### src/rtl/smpl_pkg.sv
// ---------------------------------------------------------------------------
// smpl_pkg
//   Shared types and helpers for the sample trigger source.
//   - SMPL_W           : width of the sample bus toward the display renderers
//   - smpl_src_state_t : frame controller states
//   - edge_hit()       : level-crossing test between two consecutive kept
//                        samples, on zero-extended operands
// ---------------------------------------------------------------------------
package smpl_pkg;

  localparam int SMPL_W = 16;

  typedef enum logic [1:0] {
    IDLE   = 2'd0,
    ARMED  = 2'd1,
    STREAM = 2'd2
  } smpl_src_state_t;

  // Rising:  prev < lvl <= cur.  Falling: prev > lvl >= cur.
  // Without a previous kept sample there is no edge to detect.
  function automatic logic edge_hit(input logic              rising,
                                    input logic              has_prev,
                                    input logic [SMPL_W-1:0] prev,
                                    input logic [SMPL_W-1:0] cur,
                                    input logic [SMPL_W-1:0] lvl);
    logic hit;
    if (rising) begin
      hit = (prev < lvl) && (lvl <= cur);
    end else begin
      hit = (prev > lvl) && (lvl >= cur);
    end
    return has_prev && hit;
  endfunction

endpackage

### src/rtl/smpl_decimator.sv
// ---------------------------------------------------------------------------
// smpl_decimator
//   Keeps 1 of every (decim+1) valid ADC samples and registers the kept
//   sample one cycle after its adc_valid strobe.
//   Ports:
//     clkSmpl   in   sample clock
//     n_reset   in   asynchronous active-low reset
//     adc_valid in   raw ADC sample strobe
//     adc       in   raw ADC sample (AN bits, unsigned)
//     decim     in   decimation ratio minus one
//     d_valid   out  kept-sample strobe
//     d_data    out  kept sample (held between strobes)
// ---------------------------------------------------------------------------
module smpl_decimator #(
  parameter int AN   = 12,
  parameter int DECW = 8
) (
  input  logic            clkSmpl,
  input  logic            n_reset,
  input  logic            adc_valid,
  input  logic [AN-1:0]   adc,
  input  logic [DECW-1:0] decim,
  output logic            d_valid,
  output logic [AN-1:0]   d_data
);

  logic [DECW-1:0] cnt_q, cnt_d;
  logic            d_valid_q, d_valid_d;
  logic [AN-1:0]   d_data_q, d_data_d;
  logic            keep;

  // decim is sampled only at reload, so a ratio change never cuts short
  // the skip run already in progress.
  always_comb begin
    cnt_d     = cnt_q;
    keep      = adc_valid && (cnt_q == '0);
    d_valid_d = keep;
    d_data_d  = d_data_q;
    if (adc_valid) begin
      if (keep) begin
        cnt_d    = decim;
        d_data_d = adc;
      end else begin
        cnt_d = cnt_q - 1'b1;
      end
    end
  end

  always_ff @(posedge clkSmpl or negedge n_reset) begin
    if (!n_reset) begin
      cnt_q     <= '0;
      d_valid_q <= 1'b0;
      d_data_q  <= '0;
    end else begin
      cnt_q     <= cnt_d;
      d_valid_q <= d_valid_d;
      d_data_q  <= d_data_d;
    end
  end

  assign d_valid = d_valid_q;
  assign d_data  = d_data_q;

endmodule

### src/rtl/smpl_trigger_source.sv
// ---------------------------------------------------------------------------
// smpl_trigger_source
//   Producer end of the smpl_valid/smpl_req/smpl stream. Decimates the raw
//   ADC stream, waits for a level/edge trigger (or an auto timeout), then
//   streams up to SIZE consecutive kept samples while smpl_req stays high.
//   Ports:
//     clkSmpl     in   sample clock
//     n_reset     in   asynchronous active-low reset
//     adc_valid   in   raw ADC sample strobe
//     adc         in   raw ADC sample (AN bits, unsigned)
//     decim       in   keep 1 of (decim+1) valid ADC samples
//     trig_level  in   trigger threshold
//     trig_rising in   1 = rising edge, 0 = falling edge
//     auto_mode   in   force a frame after TOUT cycles without a trigger
//     smpl_req    in   consumer ready, held high across a frame
//     smpl_valid  out  sample strobe toward consumer
//     smpl        out  sample, zero-extended to SMPL_W bits
//     triggered   out  pulse with the first sample of a frame
//     trig_auto   out  pulse with triggered when the frame was forced
// ---------------------------------------------------------------------------
module smpl_trigger_source
  import smpl_pkg::*;
#(
  parameter int AN   = 12,
  parameter int SIZE = 1024,
  parameter int DECW = 8,
  parameter int TOUT = 2**20
) (
  input  logic              clkSmpl,
  input  logic              n_reset,
  input  logic              adc_valid,
  input  logic [AN-1:0]     adc,
  input  logic [DECW-1:0]   decim,
  input  logic [AN-1:0]     trig_level,
  input  logic              trig_rising,
  input  logic              auto_mode,
  input  logic              smpl_req,
  output logic              smpl_valid,
  output logic [SMPL_W-1:0] smpl,
  output logic              triggered,
  output logic              trig_auto
);

  localparam int FW = $clog2(SIZE + 1);
  localparam int TW = (TOUT > 1) ? $clog2(TOUT) : 1;
  localparam logic [FW-1:0] FRAME_LEN = FW'(SIZE);
  localparam logic [TW-1:0] TMO_MAX   = TW'(TOUT - 1);

  // Timeout counter parks at TMO_MAX instead of wrapping.
  function automatic logic [TW-1:0] tmo_sat_inc(input logic [TW-1:0] v);
    return (v == TMO_MAX) ? v : v + 1'b1;
  endfunction

  logic          d_valid;
  logic [AN-1:0] d_data;

  smpl_decimator #(
    .AN   (AN),
    .DECW (DECW)
  ) u_decim (
    .clkSmpl   (clkSmpl),
    .n_reset   (n_reset),
    .adc_valid (adc_valid),
    .adc       (adc),
    .decim     (decim),
    .d_valid   (d_valid),
    .d_data    (d_data)
  );

  smpl_src_state_t   state_q, state_d;
  logic [AN-1:0]     lvl_q, lvl_d;
  logic              rise_q, rise_d;
  logic              auto_q, auto_d;
  logic [AN-1:0]     prev_q, prev_d;
  logic              has_prev_q, has_prev_d;
  logic [TW-1:0]     tmo_q, tmo_d;
  logic [FW-1:0]     frame_q, frame_d;
  logic              auto_pend_q, auto_pend_d;
  logic              smpl_valid_q, smpl_valid_d;
  logic [SMPL_W-1:0] smpl_q, smpl_d;
  logic              triggered_q, triggered_d;
  logic              trig_auto_q, trig_auto_d;

  logic              accept;
  logic [FW-1:0]     frame_inc;
  logic              hit;

  always_comb begin
    state_d      = state_q;
    lvl_d        = lvl_q;
    rise_d       = rise_q;
    auto_d       = auto_q;
    prev_d       = prev_q;
    has_prev_d   = has_prev_q;
    tmo_d        = tmo_q;
    frame_d      = frame_q;
    auto_pend_d  = auto_pend_q;
    smpl_valid_d = 1'b0;
    smpl_d       = smpl_q;
    triggered_d  = 1'b0;
    trig_auto_d  = 1'b0;

    accept    = smpl_valid_q && smpl_req;
    frame_inc = frame_q + FW'(accept);
    hit       = d_valid && edge_hit(rise_q, has_prev_q, SMPL_W'(prev_q),
                                    SMPL_W'(d_data), SMPL_W'(lvl_q));

    unique case (state_q)
      IDLE: begin
        // Trigger setup is frozen for the whole arm/stream cycle.
        lvl_d       = trig_level;
        rise_d      = trig_rising;
        auto_d      = auto_mode;
        tmo_d       = '0;
        frame_d     = '0;
        has_prev_d  = 1'b0;
        auto_pend_d = 1'b0;
        if (smpl_req) begin
          state_d = ARMED;
        end
      end

      ARMED: begin
        // A falling smpl_req outranks a coincident trigger.
        if (!smpl_req) begin
          state_d = IDLE;
        end else if (hit) begin
          // The trigger sample itself opens the frame.
          state_d      = STREAM;
          smpl_valid_d = 1'b1;
          smpl_d       = SMPL_W'(d_data);
          triggered_d  = 1'b1;
        end else if (auto_q && (tmo_q == TMO_MAX)) begin
          // Forced frame starts with the next kept sample; the pulses ride
          // on that sample.
          state_d     = STREAM;
          auto_pend_d = 1'b1;
        end else begin
          if (d_valid) begin
            prev_d     = d_data;
            has_prev_d = 1'b1;
          end
          tmo_d = tmo_sat_inc(tmo_q);
        end
      end

      STREAM: begin
        frame_d = frame_inc;
        // Leaving is decided before forwarding, so neither a truncated nor
        // a full frame emits one sample too many.
        if (!smpl_req || (frame_inc == FRAME_LEN)) begin
          state_d = IDLE;
        end else if (d_valid) begin
          smpl_valid_d = 1'b1;
          smpl_d       = SMPL_W'(d_data);
          if (auto_pend_q) begin
            triggered_d = 1'b1;
            trig_auto_d = 1'b1;
            auto_pend_d = 1'b0;
          end
        end
      end

      default: begin
        state_d = IDLE;
      end
    endcase
  end

  always_ff @(posedge clkSmpl or negedge n_reset) begin
    if (!n_reset) begin
      state_q      <= IDLE;
      lvl_q        <= '0;
      rise_q       <= 1'b0;
      auto_q       <= 1'b0;
      prev_q       <= '0;
      has_prev_q   <= 1'b0;
      tmo_q        <= '0;
      frame_q      <= '0;
      auto_pend_q  <= 1'b0;
      smpl_valid_q <= 1'b0;
      smpl_q       <= '0;
      triggered_q  <= 1'b0;
      trig_auto_q  <= 1'b0;
    end else begin
      state_q      <= state_d;
      lvl_q        <= lvl_d;
      rise_q       <= rise_d;
      auto_q       <= auto_d;
      prev_q       <= prev_d;
      has_prev_q   <= has_prev_d;
      tmo_q        <= tmo_d;
      frame_q      <= frame_d;
      auto_pend_q  <= auto_pend_d;
      smpl_valid_q <= smpl_valid_d;
      smpl_q       <= smpl_d;
      triggered_q  <= triggered_d;
      trig_auto_q  <= trig_auto_d;
    end
  end

  assign smpl_valid = smpl_valid_q;
  assign smpl       = smpl_q;
  assign triggered  = triggered_q;
  assign trig_auto  = trig_auto_q;

endmodule

### config.mk
export PLATFORM = sky130hd
export DESIGN_NAME = smpl_trigger_source
export DESIGN_NICKNAME = d
export VERILOG_FILES = /design/src/rtl/smpl_pkg.sv /design/src/rtl/smpl_decimator.sv /design/src/rtl/smpl_trigger_source.sv
export SDC_FILE = /design/constraint.sdc
export NUM_CORES = 1
export LEC_CHECK = 0
export ABC_CLOCK_PERIOD_IN_PS = 2300
export CAP_MARGIN = 20
export CORE_MARGIN = 3
export CORE_UTILIZATION = 52
export DETAILED_ROUTE_END_ITERATION = 6
export GPL_TIMING_DRIVEN = 0
export HOLD_SLACK_MARGIN = 0.15
export PLACE_DENSITY_LB_ADDON = 0.2
export SLEW_MARGIN = 25
export SYNTH_ARGS = -nofsm -noshare
export SYNTH_HDL_FRONTEND = slang
export SYNTH_SLANG_ARGS = --single-unit
### constraint.sdc
create_clock -name clkSmpl -period 2.3 [get_ports clkSmpl]
set_input_delay 0.46 -clock clkSmpl [delete_from_list [all_inputs] [get_ports clkSmpl]]
set_output_delay 0.46 -clock clkSmpl [all_outputs]
set_load 0.1 [all_outputs]
# After elaboration in Yosys (flattened, before gate mapping)
# Cells that the tools add are included.
# W data, S select, Z words.
# op_classes
addsub,3
order_cmp,4
n_eq_ne,16
muxes,40
n_bitwise,2
reduce_logical,22
# op_table
cell,n
$mux W20,4
$mux W16,4
$pmux W20 S2,1
$pmux W16 S2,1
$pmux W11 S2,1
$add A20 B1 Y20 const B,1
$eq A20 B20 Y1 const B,1
$reduce_and A5 Y1,4
$mux W1,18
$ne A2 B2 Y1 const B,9
$ge A12 B12 Y1,1
$gt A12 B12 Y1,1
$le A12 B12 Y1,1
$lt A12 B12 Y1,1
$add A11 B1 Y11,1
$eq A11 B11 Y1 const B,1
$mux W2,5
$logic_not A8 Y1,1
$mux W8,1
$sub A8 B1 Y8 const B,1
$logic_and A1 B1 Y1,7
$pmux W1 S2,3
$pmux W2 S3,1
$reduce_and A6 Y1,1
13 further kinds,17
# totals
register_bits,101
in_bits,38
out_inout_bits,19
wordCells,103

# Longest topological paths before layout
# Gate-level depths: netlist of run 1.
# logic_depth
word_depth,8
ltp_mapped,13
mapped_depth_nobuf,11

# By module
# A second synthesis of run 1 with hierarchy kept.
# unflattened
cells_unflattened,548
hier_area_um2,5486.5
# by_module_without_submodules
module,n_inst,cells_each,area_per_inst_um2,seq_area_each_um2
smpl_trigger_source,1,461,4476.8,1901.8
smpl_decimator,1,87,1009.7,525.5

# Worst setup path before layout of run 1
# Ideal clock, no wire load.
# synth_path
path_type,register -> register
start,register smpl_valid_q (netlist: smpl_valid)
end,register smpl_q[10] (netlist: smpl[10])
setup_ns,0.125
t_arrival_ns,3.085
required_time_ns,2.175
setup_slack_ns,-0.910
path_stages_with_launch,13
n_path_buf,1
synth_period_minus_slack_ns,3.210
cell_sequence,dfrtp_1 -> and2_1 -> ha_1 -> ha_1 -> nand3_2 -> nor3_4 -> or3_1 -> a221oi_2 -> nor2b_2 -> nand3_2 -> a22o_4 -> buf_12 -> mux2_4
# synth_between
elab_chain_cells,6
# synth_lines
item,line_no,text
start: declaration,smpl_trigger_source.sv:79,"logic smpl_valid_q, smpl_valid_d;"
start signal: assignment,smpl_trigger_source.sv:195,smpl_valid_q <= smpl_valid_d;
$logic_and A1 B1 Y1,smpl_trigger_source.sv:103,accept = smpl_valid_q && smpl_req;
$add A11 B1 Y11,smpl_trigger_source.sv:104,frame_inc = frame_q + FW'(accept);
$eq A11 B11 Y1,smpl_trigger_source.sv:151,if (!smpl_req || (frame_inc == FRAME_LEN)) begin
$logic_or A1 B1 Y1,smpl_trigger_source.sv:151,
$ne A2 B2 Y1 (no source line),--,
$reduce_and A5 Y1 (no source line),--,
end signal: assignment,smpl_trigger_source.sv:196,smpl_q <= smpl_d;
end: declaration,smpl_trigger_source.sv:80,"logic [SMPL_W-1:0] smpl_q, smpl_d;"
# Every way passes these cells.
# A chain may end at the register's enable or synchronous reset.

# Worst setup path in the final report of run 1
# layout_path
start,register u_decim.d_data_q[4] (netlist: u_decim.d_data[4])
end,register smpl_q[4] (netlist: smpl[4])
# layout_between
elab_chain_cells,7
elab_cells_between_ends,14
cone_classes,order compare: 2; eq/ne: 1; mux: 6; reduce/logical: 5
# layout_lines
item,line_no,text
start: declaration,smpl_decimator.sv:29,"logic [AN-1:0] d_data_q, d_data_d;"
start signal: assignment,smpl_decimator.sv:57,d_data_q <= d_data_d;
$ge A12 B12 Y1 or $le A12 B12 Y1 (tied branches),"smpl_pkg.sv:30, smpl_pkg.sv:28",
$logic_and A1 B1 Y1 (on tied branches),"smpl_pkg.sv:30, smpl_pkg.sv:28",
$mux W1,smpl_pkg.sv:27,if (rising) begin
$logic_and A1 B1 Y1,smpl_pkg.sv:32,return has_prev && hit;
$logic_and A1 B1 Y1,smpl_trigger_source.sv:105,"hit = d_valid && edge_hit(rise_q, has_prev_q, SMPL_W'(prev_q),"
$ne A2 B2 Y1 (no source line),--,
$reduce_and A5 Y1 (no source line),--,
# Several ways; a longest one is shown, not always the timed one. The select of a mux whose other input is x is not followed.

==> metrics.md, run 1 <==
| Metric | Value |
|---|---|
| Run status | `finished, violations left` |
| Failing checks | `negative setup slack` |
| First-pass GRT wire length | `approximately 24 mm` |
| Startpoint types | `flip-flop` |
| Detailed Place HPWL | `8.98 mm` |
| Number of diodes | `0` |
| Simple-gate area share of the yosys netlist | `18.4%` |
| Tmin final | `2810 ps` |
| Total CTS buffers | `9` |
| Initial cell density of the core | `53.6%` |
| Hold path cells | `2` |
| Post-Synth XOR/XNOR Area | `less than 1%` |
| Crit end category | `flip-flop` |
| Dominant cells by area after synthesis | `dfrtp_1, ha_1, mux2_4, nand2_1, o21ai_0` |
| Final Cycle Share | `122%` |
| RSZ-0062 raised after global routing | `yes` |
| Overall Global Routing Usage | `between 20% and 30%` |
| Leak | `3.57 nW` |
| Top FF cell, synth | `dfrtp_1` |
| DRT antenna net count | `0` |
| Post-synth top area share | `43.7%` |
| Final slew viol count | `0` |
| Leading cell type in the layout, fill and taps excluded | `dfrtp_1` |
| Drt first pass iters | `5` |
| CTS root buf | `clkbuf_8` |
| Yosys reg bits | `97` |
| Worst-Margin Slew | `994 ps` |
| DRC | `0` |
| Commonest cells after routing, fill and taps aside | `dfrtp_1, buf_4, nand2_1, clkdlybuf4s50_1, buf_6` |
| Post-synthesis cell type count | `75` |
| NetSw | `3.85 mW` |
| Via Count | `5,049` |
| Die X | `109 um` |
| H-tree depth | `3` |
| Cell Rows | `37` |
| Seq/Total Area, Yosys | `43.7%` |
| PwrDens | `around 1100 nW/um2` |
| Setup slack after layout | `-509 ps` |
| Gate Count Post-Synth | `562` |
| NumNets Final | `781` |
| Crit path arrival time | `3080 ps` |
| Final RePlAce weighted congestion | `0.896` |
| Core area | `10,400 um2` |
| Clk_lat worst skew | `about 390 ps` |
| Vias/cell | `~5.9` |
| Initial antenna violation count | `0` |
| Setup CP Type | `flip-flop to flip-flop` |
| Netlist Area Pre-Place | `about 5600 um2` |
| Switching Fraction | `around 44%` |
| Post-Route Skew | `14.6 ps` |
| Tot Pwr | `between 8 and 9 mW` |
| Max Clk Rate | `roughly 360 MHz` |
| Crit-path max FO | `5` |
| TritonCTS sink count | `97` |
| 1st-iter DRT viols | `343` |
| I/O Pins | `57` |
| Die area | `about 12,000 um2` |
| Drt wl/cell | `19.1 um` |
| Reg2Reg Setup Slack | `-510 ps` |
| Area occupied by multi-input gates | `3310 um2` |
| Largest net degree at the start of global routing | `between 60 and 70` |
| Multiplexer area fraction after synthesis | `7.28%` |
| I/O Buffers | `50` |
| Peak supply drop | `between 0.8 and 0.9 mV` |
| Post-Synth Adder-Cell Area | `7.21%` |
| Critical path data required time | `2570 ps` |
| Aggregate routed wire length | `around 16 mm` |
| Complex-gate fraction of the synthesized area | `16.8%` |
| Register share of total power | `30.2%` |
| Hold_ws | `approximately 370 ps` |
| CTS tree | `done` |
| Combinational share of power | `57.3%` |
| Final setup violation count | `54` |
| Max-slew headroom | `between 30% and 40%` |
| Largest family of logic cells by synthesized area | `simple AND/OR/NAND/NOR gates` |
| Max-cap viol count | `0` |
| P&R area growth vs syn | `41.0%` |
| Final hold violation count | `0` |
| Synth Area per Inst | `9.88 um2` |
| CTS Buffer Depth | `2` |
| Ys async rst share | `100%` |
| Hold Path Class | `primary input to flip-flop` |
| Vias in the first global route | `approximately 5,000` |
| Yosys top cell by area | `dfrtp_1` |
| Design Area, Final | `a little under 8000 um2` |
| Fillers | `664` |
| GRT overflow | `0` |
| Layout cells sized above 1 | `35.1%` |
| Dpl cell area | `6370 um2` |
| Clock Power Share | `between 10% and 20%` |
| Reg2Reg Depth | `12` |
| EDFF count, synth | `0` |
| Register area | `2430 um2` |
| Design internal power | `4.84 mW` |
| Worst-path clk slew | `100 ps` |
| Ys Warns | `0` |
| Die Ht | `109 um` |
per-stage QoR:
step / TNS, ps / util (%) / cells / worst slack, ps
after floorplan: -8030 / - / 565 / -481
after global placement: -303380 / 61.2 / 751 / -3560
after detailed placement: -26740 / 61.5 / 752 / -721
after CTS: -16880 / 73.0 / 848 / -485
after global routing: -25640 / 75.5 / 852 / -629
final: -18930 / 75.5 / 852 / -509
per-layer routing:
layer | GRT usage (%) | share of wire [%] | vias to the layer above
met4 | 9.53 | 2.8 | 0
met5 | 0 | 0 | -
met3 | 3.82 | 4.5 | 39
met2 | 44.7 | 51 | 192
li1 | - | - | 2315
met1 | 34.2 | 42 | 2503
repair_timing:
| item | in CTS | in global routing |
|---|---|---|
| gates resized for setup | 106 | 58 |
| setup endpoints to repair | 82 | 66 |
| pin swaps | 40 | 15 |
| endpoints found under the hold margin | 31 | 0 |
| hold buffers | 1 | 0 |
| buffers inserted | 76 | 9 |
| cloned | 5 | 2 |
cell families (layout without fill, tap and decap cells):
logic type | after synthesis | count (layout)
fa+ha+maj | 32 | 32
mux | 30 | 30
flops | 97 | 97
compound gates | 140 | 140
buf+inv | 69 | 220
other cells | 1 | 4
simple gates | 190 | 190
xor+xnor | 3 | 3
power groups by stage:
stage	clock [mW]	combinational (mW)	sequential (mW)
after floorplan	0	1.88	3.13
after CTS	1.09	4.39	2.57
after global placement	0	3.25	2.57
final	1.08	4.98	2.63
after detailed placement	0	3.34	2.59
after global routing	1.15	5.29	2.68
layout make-up:
| cell class | instances | area share [%] |
|---|---|---|
| plain buffers | 28 | 3.07 |
| clock buffers | 11 | 1.93 |
| clock inverters | 5 | 0.383 |
| inverters | 40 | 2.08 |
| multi-input cells | 399 | 42.2 |
| flip-flops and latches | 97 | 31.0 |
| well taps | 136 | 2.17 |
| repair buffers | 136 | 17.1 |
worst paths after layout:
| check | from | endpoint |
|---|---|---|
| min in group asynchronous | n_reset | tmo_q[17] |
| max reg2reg | u_decim.d_data[4] | smpl[4] |
| min | adc_valid | u_decim.cnt_q[5] |
| max | u_decim.d_data[4] | smpl[4] |
| min reg2reg | smpl[11] | smpl[11] |
| max in group asynchronous | n_reset | smpl[8] |
worst max-delay path, stage by stage, from the launching register on:
cell	delay, ps
dfrtp_1	400
inv_2	80
ha_4	260
nand4_1	180
or3_1	380
o21ai_1	90
a21o_1	150
and3b_2	240
nor2_4	50
buf_6	120
a22o_4	280
clkbuf_16	180
mux2_4	290
sequential cells by signal (all words and copies together) (netlist names):
| name | count |
|---|---|
| has_prev_q | 1 |
| lvl_q | 12 |
| state_q | 2 |
| u_decim.d_valid | 1 |
| smpl_valid | 1 |
| auto_q | 1 |
| u_decim.d_data | 12 |
| frame_q | 11 |
| tmo_q | 20 |
| triggered | 1 |
| prev_q | 12 |
| smpl | 12 |
| trig_auto | 1 |
| rise_q | 1 |
| auto_pend_q | 1 |
| u_decim.cnt_q | 8 |
cells in the mapped netlist, types with 6 or more instances:
cell type and instances:
nor2b_1 7, nor3_1 6, clkbuf_1 10, nand4_1 12
nor2_1 19, nor4_1 7, buf_4 9, a21oi_1 23
inv_1 39, nand3_1 19, or3_1 8, mux2_4 19
a21o_1 8, ha_1 32, o21ai_0 47, o21ai_1 6
nand2_1 67, o211ai_1 6, dfrtp_1 97
Power figures use the tool's default switching activity.
==> run 2: changes to the inputs <==
--- a/config.mk
+++ b/config.mk
@@ -7,12 +7,13 @@
 export LEC_CHECK = 0
 export ABC_CLOCK_PERIOD_IN_PS = 2300
 export CAP_MARGIN = 20
+export CORE_ASPECT_RATIO = 1.25
 export CORE_MARGIN = 3
 export CORE_UTILIZATION = 52
 export DETAILED_ROUTE_END_ITERATION = 6
 export GPL_TIMING_DRIVEN = 0
 export HOLD_SLACK_MARGIN = 0.15
-export PLACE_DENSITY_LB_ADDON = 0.2
+export PLACE_DENSITY = 0.87
 export SLEW_MARGIN = 25
 export SYNTH_ARGS = -nofsm -noshare
 export SYNTH_HDL_FRONTEND = slang
==> run 2 against run 1 <==
The run still ends with negative setup slack left. Clock-buffer cell count is 3 higher. Via count grew 19%. Die area barely moved. Sequential cell count did not move. Utilization grew 3.3 points. Wire length increased by 44%. Worst setup slack lost 240 ps. Critical path depth shrank 1. Clock power up 53%. Global-route usage increased by 5.9 points. First-iteration DRC count rose by 81%. Register-to-register slack lost 240 ps. Largest power group unchanged.
==> metrics.md, run 2 (same netlist as run 1, synthesis figures left out) <==
| Metric | Value |
|---|---|
| Max stage delay on crit path | `420 ps` |
| Hold path cells | `2` |
| Tmin final | `3050 ps` |
| Reg with most FFs | `tmo_q` |
| Crit end category | `flip-flop` |
| Peak supply drop | `1.33 mV` |
| RSZ-0062 raised after global routing | `yes` |
| Number of diodes | `0` |
| Setup CP Type | `flip-flop to flip-flop` |
| Hold Path Class | `primary input to flip-flop` |
| Max-cap viol count | `0` |
| Vias in the first global route | `between 5,000 and 6,000` |
| Design internal power | `between 5 and 6 mW` |
| CP Cell Sequence | `inv_1, ha_1, a21oi_2, o21ai_2, a211oi_4, and3b_2, nor2_4, buf_4, a22o_4, clkbuf_16, mux2_4` |
| Startpoint types | `flip-flop` |
| Crit-path max FO | `5` |
| Hold path endpoint | `u_decim.cnt_q[5]` |
| Overall Global Routing Usage | `between 30% and 40%` |
| Leading cell type in the layout, fill and taps excluded | `dfrtp_1` |
| Drt wl/cell | `27.9 um` |
| Max-slew headroom | `34.0%` |
| Clk_lat worst skew | `370 ps` |
| R2R Path End | `smpl[10]` |
| P&R area growth vs syn | `45.7%` |
| Worst-Margin Slew | `approximately 990 ps` |
| Final setup violation count | `a little under 70` |
| Worst hold start | `adc_valid` |
| Layout cells sized above 1 | `37.3%` |
| Register share of total power | `27.7%` |
| Max reg flops | `20` |
| Dpl cell area | `between 6000 and 7000 um2` |
| NumNets Final | `779` |
| Commonest cells after routing, fill and taps aside | `dfrtp_1, buf_4, nand2_1, clkdlybuf4s50_1, inv_1` |
| CTS root buf | `clkbuf_16` |
| CTS tree | `done` |
| Aggregate routed wire length | `23.5 mm` |
| Setup slack after layout | `-749 ps` |
| Clock Power Share | `16.5%` |
| DRC | `0` |
| Register area | `2430 um2` |
| Design Area, Final | `roughly 8100 um2` |
| Worst-path clk slew | `70 ps` |
| Cell Rows | `about 40` |
| PwrDens | `1240 nW/um2` |
| Area occupied by multi-input gates | `3530 um2` |
| Die X | `98.4 um` |
| Final hold violation count | `0` |
| NetSw | `4.66 mW` |
| TritonCTS sink count | `97` |
| GRT overflow | `0` |
| Final slew viol count | `0` |
| Run status | `finished, violations left` |
| Tot Pwr | `between 10 and 15 mW` |
| H-tree depth | `3` |
| Largest net degree at the start of global routing | `between 60 and 70` |
| Fillers | `about 490` |
| I/O Pins | `57` |
| Leak | `3.72 nW` |
| I/O Buffers | `50` |
| Core area | `approximately 10,000 um2` |
| Worst path bufs/invs | `3` |
| Failing checks | `negative setup slack` |
| Initial cell density of the core | `a little over half` |
| Worst r2r src | `lvl_q[5]` |
| Via Count | `5,992` |
| Critical-path cell with the highest stage delay | `ha_1` |
| Reg2Reg Setup Slack | `-750 ps` |
| Final Cycle Share | `133%` |
| Final Util | `78.9%` |
| 1st-iter DRT viols | `622` |
| Combinational share of power | `55.9%` |
| Reg2Reg Depth | `11` |
| Max Clk Rate | `~330 MHz` |
| Crit-path leading delay family | `compound AO/OA/AOI/OAI gates` |
| Crit path arrival time | `about 3300 ps` |
| CTS Buffer Depth | `2` |
| Critical path data required time | `roughly 2600 ps` |
| Final RePlAce weighted congestion | `0.916` |
| DRT antenna net count | `0` |
| Die Ht | `122 um` |
| Drt first pass iters | `5` |
| Die area | `between 10,000 and 15,000 um2` |
| Vias/cell | `~7.1` |
| Post-Route Skew | `~12 ps` |
| First-pass GRT wire length | `30.1 mm` |
| Detailed Place HPWL | `approximately 9.7 mm` |
| Switching Fraction | `46.6%` |
| Initial antenna violation count | `0` |
| Total CTS buffers | `9` |
[run 2: cell count changes in the layout (fill, tap and decap cells not counted), moves of 6 or more]
cell / previous run / this run
clkbuf_8: 11 / 3
a21oi_1: 17 / 11
nand2_4: 1 / 7
buf_6: 32 / 23
clkbuf_16: 2 / 10
[run 2: timing repair]
item,in CTS,in global routing
endpoints found under the setup margin,81,71
hold buffers,1,0
buffers inserted,56,28
endpoints found under the hold margin,35,0
pin swaps,32,42
resized for setup,101,97
gates cloned,5,1
[run 2: routing by layer]
metal	wire, um	global-route usage (%)
met5	0	0
met4	2320	22.1
met3	2470	5.21
met2	11200	56.3
met1	7520	35.7
[run 2: power by group through the flow]
stage                     sequential, mW  combinational [mW]  clock [mW]
final                               2.77                5.59        1.65
after global routing                2.77                5.71        1.70
after floorplan                     3.13                1.88           0
after CTS                           2.59                4.21        1.59
after global placement              2.57                3.20           0
after detailed placement            2.60                3.36           0
[run 2: how the worst max path moves through the flow]
stage,startpoint,endpoint,cells after the start
after floorplan,smpl_valid,smpl[10],12
after global placement,n_reset,smpl_valid,1
after detailed placement,smpl_req,smpl[3],13
after CTS,smpl_valid,smpl[3],12
after global routing,lvl_q[5],tmo_q[3],12
final,lvl_q[5],smpl[10],11
[run 2: stage by stage]
step	TNS [ps]	setup WS [ps]	std cells	hold slack, ps
final	-32380	-749	843	425
after global routing	-33710	-741	843	440
after CTS	-15310	-481	823	401
after detailed placement	-24450	-703	745	383
after global placement	-289560	-3430	744	494
after floorplan	-8030	-481	565	164
[run 2: layout make-up]
cell class | instances | area share, %
clock inverters | 2 | 0.433
clock buffers | 14 | 3.39
well taps | 129 | 1.99
repair buffers | 134 | 15.9
flip-flops and latches | 97 | 30.1
inverters | 40 | 2.01
plain buffers | 27 | 2.64
multi-input cells | 400 | 43.6
[run 2: worst reg2reg max path: stages, from the launching register on]
cell	delay [ps]
dfrtp_1	410
inv_1	100
ha_1	420
a21oi_2	230
o21ai_2	120
a211oi_4	380
and3b_2	300
nor2_4	50
buf_4	140
a22o_4	280
clkbuf_16	190
mux2_4	310
==> variant (flow settings as in run 1) <==
`DECW` is set to 8 in 2 places; all go to 7.
--- a/src/rtl/smpl_decimator.sv
+++ b/src/rtl/smpl_decimator.sv
@@ -13,7 +13,7 @@
 // ---------------------------------------------------------------------------
 module smpl_decimator #(
   parameter int AN   = 12,
-  parameter int DECW = 8
+  parameter int DECW = 7
 ) (
   input  logic            clkSmpl,
   input  logic            n_reset,
--- a/src/rtl/smpl_trigger_source.sv
+++ b/src/rtl/smpl_trigger_source.sv
@@ -23,7 +23,7 @@
 #(
   parameter int AN   = 12,
   parameter int SIZE = 1024,
-  parameter int DECW = 8,
+  parameter int DECW = 7,
   parameter int TOUT = 2**20
 ) (
   input  logic              clkSmpl,
Interface: changed (resized decim); port bits go from 57 to 56. No check against the original RTL was run, so the function may have changed too.
==> variant against run 1 <==
- the flow still finishes with violations (negative setup slack)
- power decreased by 23%
- die area decreased by 0.30%
- critical endpoint unchanged
- clock skew decreased by 6.1 ps
- area after synthesis decreased by 0.32%
- wire length increased by 1.7%
- sequential cell count decreased by 1
- synthesized cell count increased by 4.3%
- cell area decreased by 1.4%
- hold slack improved by 110 ps
- setup slack got worse by 21 ps
==> variant: results (changes against run 1) <==
status=finished with violations; largest cells by area after synthesis=dfrtp_1, ha_1, o21ai_0, nand2_1, mux2_2; DPL Wire Length=10.1 mm (+12%); Netlist cell types=58 (-23%); hold_ws=487 ps (+115 ps); number of global-route vias before repair=5120 (+2.3%); post-synthesis mux area share=3.98% (-3.3 points); flop2flop setup slack=-530 ps (-20 ps); Hold EP=u_decim.cnt_q[4]; Setup Skew=8.52 ps (-6.09 ps); worst-path cell with the longest stage delay=dfrtp_4; met2 Resource Use GR=44.0% (-0.65 points); failing checks=negative setup slack; Final WS setup=-530 ps (-20.8 ps); power in sequential cells=2.42 mW (-8.0%); Seq/Total Area, Yosys=43.4% (-0.31 points); most instantiated cells after synthesis=dfrtp_1, nand2_1, o21ai_0; worst slack, placed=-908 ps (-187 ps); Final Setup Violations=51 (-5.6%); Combinational Power Share=45.6% (-12 points); post-synthesis instance total=586 (+4.3%); Leak Pwr=3.39 nW (-5.0%); met3 WL=1.17 mm (+61%); final wirelength=16.6 mm (+1.7%); Iter 0 DRT Violations=370 (+7.9%)
variant: cell count changes after synthesis, moves of 7 or more:
cell | before | now
mux2_4 | 19 | 0
nor2_1 | 19 | 26
o211ai_1 | 6 | 16
a31oi_1 | 4 | 25
o311ai_1 | 1 | 12
clkbuf_1 | 10 | 24
mux2_2 | 4 | 16
o31a_1 | 1 | 14
a41oi_1 | 0 | 8
o21ai_0 | 47 | 57
variant: layout make-up:
cell class | count | area share, %
well taps | 136 | 2.20
plain buffers | 38 | 4.00
multi-input cells | 416 | 44.9
flip-flops and latches | 96 | 31.2
repair buffers | 100 | 13.3
inverters | 36 | 1.75
clock buffers | 12 | 2.01
clock inverters | 4 | 0.664
variant: timing repair:
action / 4_1_cts / 5_1_grt
hold buffers: 1 / 0
pin swaps: 43 / 28
endpoints found under the hold margin: 40 / 0
setup buffers: 29 / 13
gates cloned: 6 / 3
setup endpoints to repair: 66 / 51
gates resized for setup: 88 / 61
